**src/rtl/arith_pkg.sv**
```systemverilog
// ---------------------------------------------------------------------------
// arith_pkg
// Shared definitions for the pipelined adder-subtractor:
//   add_flags_t  - packed carry/borrow, signed-overflow and zero flags
//   chunk_count  - chunk width for a W-bit operand split into STAGES chunks;
//                  returns 0 when W does not divide evenly, so callers can
//                  reject the parameter set at elaboration time
// ---------------------------------------------------------------------------
package arith_pkg;

  typedef struct packed {
    logic cout;
    logic v;
    logic z;
  } add_flags_t;

  function automatic int chunk_count(input int w, input int stages);
    if (stages <= 0 || (w % stages) != 0) return 0;
    return w / stages;
  endfunction

endpackage

```
**src/rtl/cla_chunk.sv**
```systemverilog
// ---------------------------------------------------------------------------
// cla_chunk
// Combinational CW-bit adder built from 4-bit carry-lookahead groups. Inside
// a group every carry is formed from the group carry-in plus the generate /
// propagate terms of the lower bits; group carries chain from group to group.
// A final partial group is used when CW is not a multiple of 4.
// Ports:
//   a, b   in  CW  addends
//   ci     in  1   carry into bit 0
//   s      out CW  sum
//   co     out 1   carry out of bit CW-1
//   c_msb  out 1   carry into bit CW-1 (needed for signed overflow)
// ---------------------------------------------------------------------------
module cla_chunk #(
  parameter int CW = 8
) (
  input  logic [CW-1:0] a,
  input  logic [CW-1:0] b,
  input  logic          ci,
  output logic [CW-1:0] s,
  output logic          co,
  output logic          c_msb
);

  localparam int NG = (CW + 3) / 4;

  logic [CW-1:0] w_gen;
  logic [CW-1:0] w_prop;
  logic [CW:0]   w_carry;

  assign w_gen  = a & b;
  assign w_prop = a ^ b;

  // Walk the groups: each bit's carry is the group's accumulated generate
  // OR (accumulated propagate AND group carry-in); the group's own G/P then
  // produce the carry handed to the next group.
  always_comb begin
    logic w_grpGen;
    logic w_grpProp;
    logic w_grpCin;
    w_carry   = '0;
    w_grpGen  = 1'b0;
    w_grpProp = 1'b1;
    w_grpCin  = ci;
    for (int gi = 0; gi < NG; gi++) begin
      w_grpGen  = 1'b0;
      w_grpProp = 1'b1;
      for (int j = 0; j < 4; j++) begin
        if (gi * 4 + j < CW) begin
          w_carry[gi*4+j] = w_grpGen | (w_grpProp & w_grpCin);
          w_grpGen        = w_gen[gi*4+j] | (w_prop[gi*4+j] & w_grpGen);
          w_grpProp       = w_grpProp & w_prop[gi*4+j];
        end
      end
      w_grpCin = w_grpGen | (w_grpProp & w_grpCin);
    end
    w_carry[CW] = w_grpCin;
  end

  assign s     = w_prop ^ w_carry[CW-1:0];
  assign co    = w_carry[CW];
  assign c_msb = w_carry[CW-1];

endmodule

```
**src/rtl/pipe_cla_add_sub.sv**
```systemverilog
// ---------------------------------------------------------------------------
// pipe_cla_add_sub
// Pipelined W-bit adder-subtractor. The operation is cut into STAGES chunks
// of CW = W/STAGES bits; stage k adds chunk k and registers the partial sum,
// the untouched upper operand chunks, the chunk carry and a running zero flag.
// Each stage has its own valid bit and a ready chain that lets empty stages
// always accept, so bubbles collapse.
// Ports:
//   clk, rst            clock, asynchronous active-high reset
//   in_valid/in_ready   input handshake
//   sub, cin, x, y      operation (x-y when sub), carry/borrow in, operands
//   tag_in              sideband tag carried with the transaction
//   out_valid/out_ready output handshake
//   out, cout, v, z     result, carry/borrow out, signed overflow, zero
//   tag_out             tag of the presented result
// ---------------------------------------------------------------------------
module pipe_cla_add_sub
  import arith_pkg::*;
#(
  parameter int W      = 106,
  parameter int STAGES = 2,
  parameter int TAG_W  = 4
) (
  input  logic             clk,
  input  logic             rst,
  input  logic             in_valid,
  output logic             in_ready,
  input  logic             sub,
  input  logic             cin,
  input  logic [W-1:0]     x,
  input  logic [W-1:0]     y,
  input  logic [TAG_W-1:0] tag_in,
  output logic             out_valid,
  input  logic             out_ready,
  output logic [W-1:0]     out,
  output logic             cout,
  output logic             v,
  output logic             z,
  output logic [TAG_W-1:0] tag_out
);

  localparam int CW = W / STAGES;

  if (chunk_count(W, STAGES) == 0) begin : g_badWidth
    $error("pipe_cla_add_sub: W must be a multiple of STAGES");
  end

  // Index k of these arrays is the data entering stage k; index STAGES is
  // the last stage's register, i.e. the output.
  logic [W-1:0]     w_x    [STAGES+1];
  logic [W-1:0]     w_yn   [STAGES+1];
  logic [W-1:0]     w_sum  [STAGES+1];
  logic [TAG_W-1:0] w_tag  [STAGES+1];
  logic [STAGES:0]  w_valid;
  logic [STAGES:0]  w_carry;
  logic [STAGES:0]  w_zero;
  logic [STAGES:0]  w_sub;
  logic [STAGES:0]  w_cmsb;
  logic [STAGES:0]  w_adv;
  add_flags_t       w_flags;

  assign w_x[0]         = x;
  assign w_yn[0]        = y ^ {W{sub}};
  assign w_sum[0]       = '0;
  assign w_tag[0]       = tag_in;
  assign w_valid[0]     = in_valid;
  assign w_carry[0]     = cin ^ sub;
  assign w_zero[0]      = 1'b1;
  assign w_sub[0]       = sub;
  assign w_cmsb[0]      = 1'b0;
  assign w_adv[STAGES]  = out_ready;
  assign in_ready       = w_adv[0];

  for (genvar k = 0; k < STAGES; k++) begin : g_stage
    logic [W-1:0]     r_x;
    logic [W-1:0]     r_yn;
    logic [W-1:0]     r_sum;
    logic [TAG_W-1:0] r_tag;
    logic             r_valid;
    logic             r_carry;
    logic             r_zero;
    logic             r_sub;
    logic             r_cmsb;
    logic [CW-1:0]    w_s;
    logic             w_co;
    logic             w_chunkMsb;
    logic [W-1:0]     w_nextSum;

    cla_chunk #(.CW(CW)) u_chunk (
      .a     (w_x[k][CW*k +: CW]),
      .b     (w_yn[k][CW*k +: CW]),
      .ci    (w_carry[k]),
      .s     (w_s),
      .co    (w_co),
      .c_msb (w_chunkMsb)
    );

    // Partial result so far with this stage's chunk dropped into place.
    always_comb begin
      w_nextSum             = w_sum[k];
      w_nextSum[CW*k +: CW] = w_s;
    end

    // An empty stage can always take new data; a full one only when the
    // stage downstream is moving too.
    assign w_adv[k] = !r_valid || w_adv[k+1];

    // Stage register: loads whenever the stage advances, and only copies the
    // payload for a real transaction so held results never get disturbed.
    always_ff @(posedge clk or posedge rst) begin
      if (rst) begin
        r_valid <= 1'b0;
        r_x     <= '0;
        r_yn    <= '0;
        r_sum   <= '0;
        r_tag   <= '0;
        r_carry <= 1'b0;
        r_zero  <= 1'b0;
        r_sub   <= 1'b0;
        r_cmsb  <= 1'b0;
      end else if (w_adv[k]) begin
        r_valid <= w_valid[k];
        if (w_valid[k]) begin
          r_x     <= w_x[k];
          r_yn    <= w_yn[k];
          r_sum   <= w_nextSum;
          r_tag   <= w_tag[k];
          r_carry <= w_co;
          r_zero  <= w_zero[k] & (w_s == '0);
          r_sub   <= w_sub[k];
          r_cmsb  <= w_chunkMsb;
        end
      end
    end

    assign w_x[k+1]     = r_x;
    assign w_yn[k+1]    = r_yn;
    assign w_sum[k+1]   = r_sum;
    assign w_tag[k+1]   = r_tag;
    assign w_valid[k+1] = r_valid;
    assign w_carry[k+1] = r_carry;
    assign w_zero[k+1]  = r_zero;
    assign w_sub[k+1]   = r_sub;
    assign w_cmsb[k+1]  = r_cmsb;
  end

  // Borrow is the inverted carry when subtracting; overflow compares the
  // carries into and out of the sign bit.
  assign w_flags.cout = w_carry[STAGES] ^ w_sub[STAGES];
  assign w_flags.v    = w_cmsb[STAGES] ^ w_carry[STAGES];
  assign w_flags.z    = w_zero[STAGES];

  assign out_valid = w_valid[STAGES];
  assign out       = w_sum[STAGES];
  assign tag_out   = w_tag[STAGES];
  assign cout      = w_flags.cout;
  assign v         = w_flags.v;
  assign z         = w_flags.z;

endmodule

```
**config.mk**
```make
export PLATFORM = sky130hd
export DESIGN_NAME = pipe_cla_add_sub
export DESIGN_NICKNAME = d
export VERILOG_FILES = /design/src/rtl/arith_pkg.sv /design/src/rtl/cla_chunk.sv /design/src/rtl/pipe_cla_add_sub.sv
export SDC_FILE = /design/constraint.sdc
export NUM_CORES = 1
export LEC_CHECK = 0
export ABC_AREA = 1
export CORE_MARGIN = 2
export CORE_UTILIZATION = 35
export DETAILED_ROUTE_END_ITERATION = 6
export DONT_BUFFER_PORTS = 1
export SLEW_MARGIN = 20
export SYNTH_ARGS = -nofsm -noshare
export SYNTH_HDL_FRONTEND = slang
export SYNTH_SLANG_ARGS = --single-unit
```
**constraint.sdc**
```tcl
create_clock -name clk -period 9.66 [get_ports clk]
set_input_delay 1.449 -clock clk [delete_from_list [all_inputs] [get_ports clk]]
set_output_delay 1.449 -clock clk [all_outputs]
set_load 0.005 [all_outputs]
```
Word-level counts from Yosys, hierarchy flattened
Index checks and enable logic that the tools add are counted.
{"block": "classes", "bitwise": 457, "reduce_logical": 8}
{"operator": "bitwise AND 1 bit", "n": 263}
{"operator": "XOR 53 bit", "n": 4}
{"operator": "OR 1 bit", "n": 184}
{"operator": "bitwise AND 53 bit", "n": 2}
{"operator": "zero test 53 bit", "n": 2}
{"operator": "XOR 106 bit", "n": 1}
{"operator": "AND reduction 2 bit", "n": 2}
{"operator": "XOR 1 bit", "n": 3}
{"operator": "zero test 1 bit", "n": 2}
{"operator": "logical OR 1 bit", "n": 2}
{"block": "totals", "reg_bits": 388, "out_inout_bits": 115, "wordCells": 480}

Logic depth before layout (Yosys ltp)
{"block": "depth", "ltp_word": 35, "depth_mapped": 61, "depth_no_buf": 59}

By module
From an unflattened synthesis, not the netlist that was laid out.
{"block": "hier_totals", "hier_cells": 1879, "hier_area_um2": 16205.5}
{"mod": "pipe_cla_add_sub", "n_inst": 1, "cells_each": 1311, "area_per_inst_um2": 11851.4, "seq_area_each_um2": 7056.8}
{"mod": "cla_chunk (g_stage[1].u_chunk)", "n_inst": 1, "cells_each": 284, "area_per_inst_um2": 2178.3, "seq_area_each_um2": 0.0}
{"mod": "cla_chunk (g_stage[0].u_chunk)", "n_inst": 1, "cells_each": 284, "area_per_inst_um2": 2175.8, "seq_area_each_um2": 0.0}

Worst setup path before layout
Ideal clock, no wire load.
{"block": "synth_timing", "kind": "input-to-reg", "from": "in sub", "to": "reg g_stage[0].r_zero", "setup_ns": 0.066, "arrival_ns": 7.047, "setup_slack_ns": 2.547, "path_stages": 61, "path_cell_list": "buf_6 > clkbuf_1 > buf_1 > xor2_1 > ha_1 > nand2_1 > nand2_1 > nand2_1 > nand2_1 > nand2_1 > nand3_2 > nand2_1 > nand2_2 > nand2_2 > nand2_4 > nand2_2 > nand2_4 > nand2_2 > (+25 left out) > nand2_1 > nor2_1 > nand3_1 > nor2_1 > nand2_1 > nor2_1 > nand2_1 > nor2_1 > nand3_1 > nor2_1 > nand2_1 > nor2_1 > nand3_1 > nor2_1 > nand2_1 > nor2_1 > nand3_1 > nand2_1"}
{"block": "synth_between", "elab_chain_cells": 35}
{"element": "start: declaration", "line_no": "pipe_cla_add_sub.sv:28", "rtl": "input logic sub,"}
{"element": "XOR 106 bit", "line_no": "pipe_cla_add_sub.sv:63", "rtl": "assign w_yn[0] = y ^ {W{sub}};"}
{"element": "XOR 53 bit or bitwise AND 53 bit (tied branches)", "line_no": "cla_chunk.sv:32, cla_chunk.sv:31"}
{"element": "bitwise AND 1 bit", "line_no": "cla_chunk.sv:51", "rtl": "w_grpGen = w_gen[gi*4+j] | (w_prop[gi*4+j] & w_grpGen);"}
{"element": "OR 1 bit", "line_no": "cla_chunk.sv:51"}
{"element": "bitwise AND 1 bit", "line_no": "cla_chunk.sv:51"}
{"element": "OR 1 bit", "line_no": "cla_chunk.sv:51"}
{"element": "bitwise AND 1 bit", "line_no": "cla_chunk.sv:51"}
{"element": "OR 1 bit", "line_no": "cla_chunk.sv:51"}
{"element": "(+20 left out)"}
{"element": "OR 1 bit", "line_no": "cla_chunk.sv:55", "rtl": "w_grpCin = w_grpGen | (w_grpProp & w_grpCin);"}
{"element": "bitwise AND 1 bit", "line_no": "cla_chunk.sv:55"}
{"element": "OR 1 bit", "line_no": "cla_chunk.sv:55"}
{"element": "bitwise AND 1 bit", "line_no": "cla_chunk.sv:55"}
{"element": "OR 1 bit", "line_no": "cla_chunk.sv:55"}
{"element": "XOR 53 bit (*)", "line_no": "cla_chunk.sv:60", "rtl": "assign s = w_prop ^ w_carry[CW-1:0];"}
{"element": "net g_stage[0].u_chunk.s[52]", "line_no": "cla_chunk.sv:20", "rtl": "output logic [CW-1:0] s,"}
{"element": "zero test 53 bit (*)", "line_no": "pipe_cla_add_sub.sv:129", "rtl": "r_zero <= w_zero[k] & (w_s == '0);"}
{"element": "end signal: assignment", "line_no": "pipe_cla_add_sub.sv:129"}
{"element": "end: declaration", "line_no": "pipe_cla_add_sub.sv:81", "rtl": "logic r_zero;"}
Mark *: on every way through the listed nets, which the timed path passes. The rest lies on a longest branch.
A chain may end at the register's enable or synchronous reset.

Worst setup path in the final report
Ends and elaborated chain as after synthesis.

==> out/results.txt <==
Post-synthesis register bit count: 282
Fmax: 0.1498 GHz
Final wirelength: 46.41 mm
Startpoint types: primary input
Worst slack, placed: 2.568 ns
Global placer's final weighted congestion: 0.9020
Max-slew headroom: 34.00%
Worst-Margin Slew: 0.9899 ns
Endpoint type of the worst setup path: flop
Post-CTS Resized: 0
Min-delay src: g_stage[0].r_sum[14]
H-tree levels: 2
WP data required: 10.14 ns
Cells after synthesis: 1968
Final Hold Viols: 0
Die ar.: 48030 sq um
Post-Syn Area per Cell: 8.233 sq um
Rows: 78
Cell mode on critical path: nand2_1
Clock Tree Buf Depth: 3
Setup violators final: 0
Worst min path class: reg -> reg
Synth-to-layout area growth: 10.80%
WL per Instance: 18.07 microns
TritonRoute pass-1 iters: 5
Cts hold-fix bufs: 0
Slew Viols, Final: 0
Detail Route Antenna Nets: 0
Via count: 12560
Root Driver: clkbuf_16
Clock Sinks: 282
Inserted Clock Buffers: 36
First-pass GRT wire length: 71.35 mm
Yosys warns: 0
Final critical-path required period: 6.678 ns
RSZ-0062 raised after global routing: false
CTS tree: built
Total gr overflow: 0
IO Count: 337
Synth unique cells: 30
Worst setup margin: 2.982 ns
Pleak: 0.009127 uW
Post-DR vias/cell: 4.892
Critical path arrival: 7.16 ns
Clock Latency Late Sink: 0.55 ns
Antenna violations before repair: 0
CP max stage delay: 0.42 ns
Max_cap viols: 0
Seq/Total Area, Yosys: 43.55%
Post-route DRC: 0
Worst Setup SP: sub
Die Y: 219.2 microns
Critical path class: in -> reg
Fin nets: 2296
Core box area: 45580 sq um
Drt initial violations: 739
Die width: 219.2 microns
Post-Syn Nets: 2322
Power Total: 4442 uW
ANT cells: 0
Fin crit share: 69.13%
Status: finished clean
Worst VDD drop: 0.0001401 V
Clock skew: 0.02378 ns
Clock-pin slew on the worst setup and hold paths: 0.06 ns
Total track usage: 19.22%
Starting Density: 35.55%
Layout cells sized above 1: 5.793%
Vias in the first global route: 12550
R2R Path Start: g_stage[0].r_yn[54]
Port-buffer cells: 0
Largest net degree at the start of global routing: 145
Postcts setup bufs: 0
HPWL Detailed: 34.03 mm
Crit path max fanout: 108
Mapped Area: 16200 sq um
Power Density: 247.4 nW/um^2
Worst path slowest cell: fa_1
Setup TNS: 0 ns
logic make-up (layout without fill, tap and decap cells):
group | count (synthesis) | in the layout | synth area share (%)
adders and majority gates | 132 | 132 | 11.49
AOI/OAI and AO/OA | 240 | 240 | 7.490
xor gates and xnor gates | 146 | 146 | 8.008
DFF | 282 | 282 | 43.55
and+or+nand+nor | 926 | 926 | 23.75
buffers and inverters | 242 | 242 | 5.714
synth_stat cells (all sizes together):
| cell | number | area (sq um) |
|---|---|---|
| a21boi | 1 | 7.510 |
| a21o | 1 | 7.510 |
| a21oi | 60 | 300.3 |
| a31oi | 4 | 25.02 |
| buf | 11 | 48.80 |
| clkbuf | 61 | 239.0 |
| clkinv | 1 | 3.750 |
| dfrtp | 282 | 7057 |
| fa | 28 | 560.5 |
| ha | 104 | 1301 |
| inv | 169 | 634.4 |
| nand2 | 699 | 2821 |
| nand3 | 80 | 410.4 |
| nand3b | 9 | 67.56 |
| nand4 | 6 | 37.54 |
| nor2 | 122 | 457.9 |
| nor3 | 9 | 45.04 |
| nor3b | 1 | 7.510 |
| o21ai | 173 | 865.8 |
| o21bai | 1 | 7.510 |
| xnor2 | 82 | 718.2 |
| xor2 | 64 | 579.3 |
layer usage:
metal | vias up | global-route usage (%) | wire length, microns | part of all wire, %
li1 | 6145 | - | - | -
met1 | 5964 | 24.01 | 19480 | 42
met2 | 382 | 31.52 | 21480 | 46
met3 | 71 | 6.431 | 4206 | 9.1
met4 | 0 | 5.676 | 1247 | 2.7
met5 | - | 0 | 0 | 0
worst max-delay path: cells and delay by family:
kind / cells / cell delay (ns)
buffers and inverters: 1 / 0.09
AND/OR/NAND/NOR: 54 / 4.44
XOR/XNOR: 1 / 0.25
adder cells (fa/ha/maj): 2 / 0.79
final cells by class:
| cell class | count | area, sq um |
|---|---|---|
| fill | 4625 | 27620 |
| multi-input combinational | 1444 | 8235 |
| timing repair buffer | 8 | 92.59 |
| sequential | 282 | 7057 |
| clock buffer | 53 | 1045 |
| tap | 600 | 750.7 |
| inverter | 170 | 646.9 |
| clock inverter | 11 | 126.4 |
power by group:
part / internal [uW] / leakage [uW] / total, uW / switching (uW)
Clock: 806 / 0.000581 / 1340 / 537
Combinational: 445 / 0.00508 / 1240 / 799
Sequential: 1530 / 0.00347 / 1850 / 326
Total: 2780 / 0.00913 / 4440 / 1660
layout by cell type (no fill, tap or decap), types with 2 or more instances in the layout:
| cell | count |
|---|---|
| o21ai_1 | 5 |
| nor2_1 | 122 |
| xor2_1 | 63 |
| clkbuf_1 | 9 |
| dfrtp_1 | 282 |
| nand4_1 | 6 |
| ha_1 | 104 |
| inv_8 | 2 |
| fa_1 | 28 |
| nand3_2 | 2 |
| clkinv_2 | 7 |
| clkbuf_16 | 36 |
| nand2_4 | 20 |
| nand3b_1 | 9 |
| a21oi_1 | 60 |
| a31oi_1 | 4 |
| nand2_2 | 25 |
| nand2_1 | 654 |
| buf_4 | 6 |
| clkbuf_8 | 8 |
| o21ai_0 | 168 |
| xnor2_1 | 82 |
| nor3_1 | 9 |
| inv_1 | 167 |
| bufinv_16 | 2 |
| nand3_1 | 78 |
through the flow:
step	instances	util [%]	hold slack [ns]	instance area, sq um
after floorplan	1968	-	0.4422	16200
after global placement	2503	36.76	0.4505	16750
after detailed placement	2503	36.76	0.4557	16750
after CTS	2567	39.33	0.4716	17930
after global routing	2568	39.39	0.4953	17950
final	2568	39.39	0.4701	17950
flip-flops by register name, indices dropped and copies added (netlist names), 2 cells and up:
signal	cells
g_stage.r_tag	4
g_stage.r_carry	2
g_stage.r_yn	53
tag_out	4
out	106
g_stage.r_sum	53
g_stage.r_x	53
g_stage.r_sub	2
path summary, 6_finish.rpt:
check                                     to  slack (ns)  cells past startpoint
min in group asynchronous           out[100]        0.73                      1
setup reg to reg                           z        3.29                     59
max in group asynchronous            out[13]        7.77                      2
hold / removal                       out[14]        0.47                      2
setup / recovery           g_stage[0].r_zero        2.98                     58
hold reg to reg                      out[14]        0.47                      2
No activity file was read; power rests on OpenSTA's default activity.
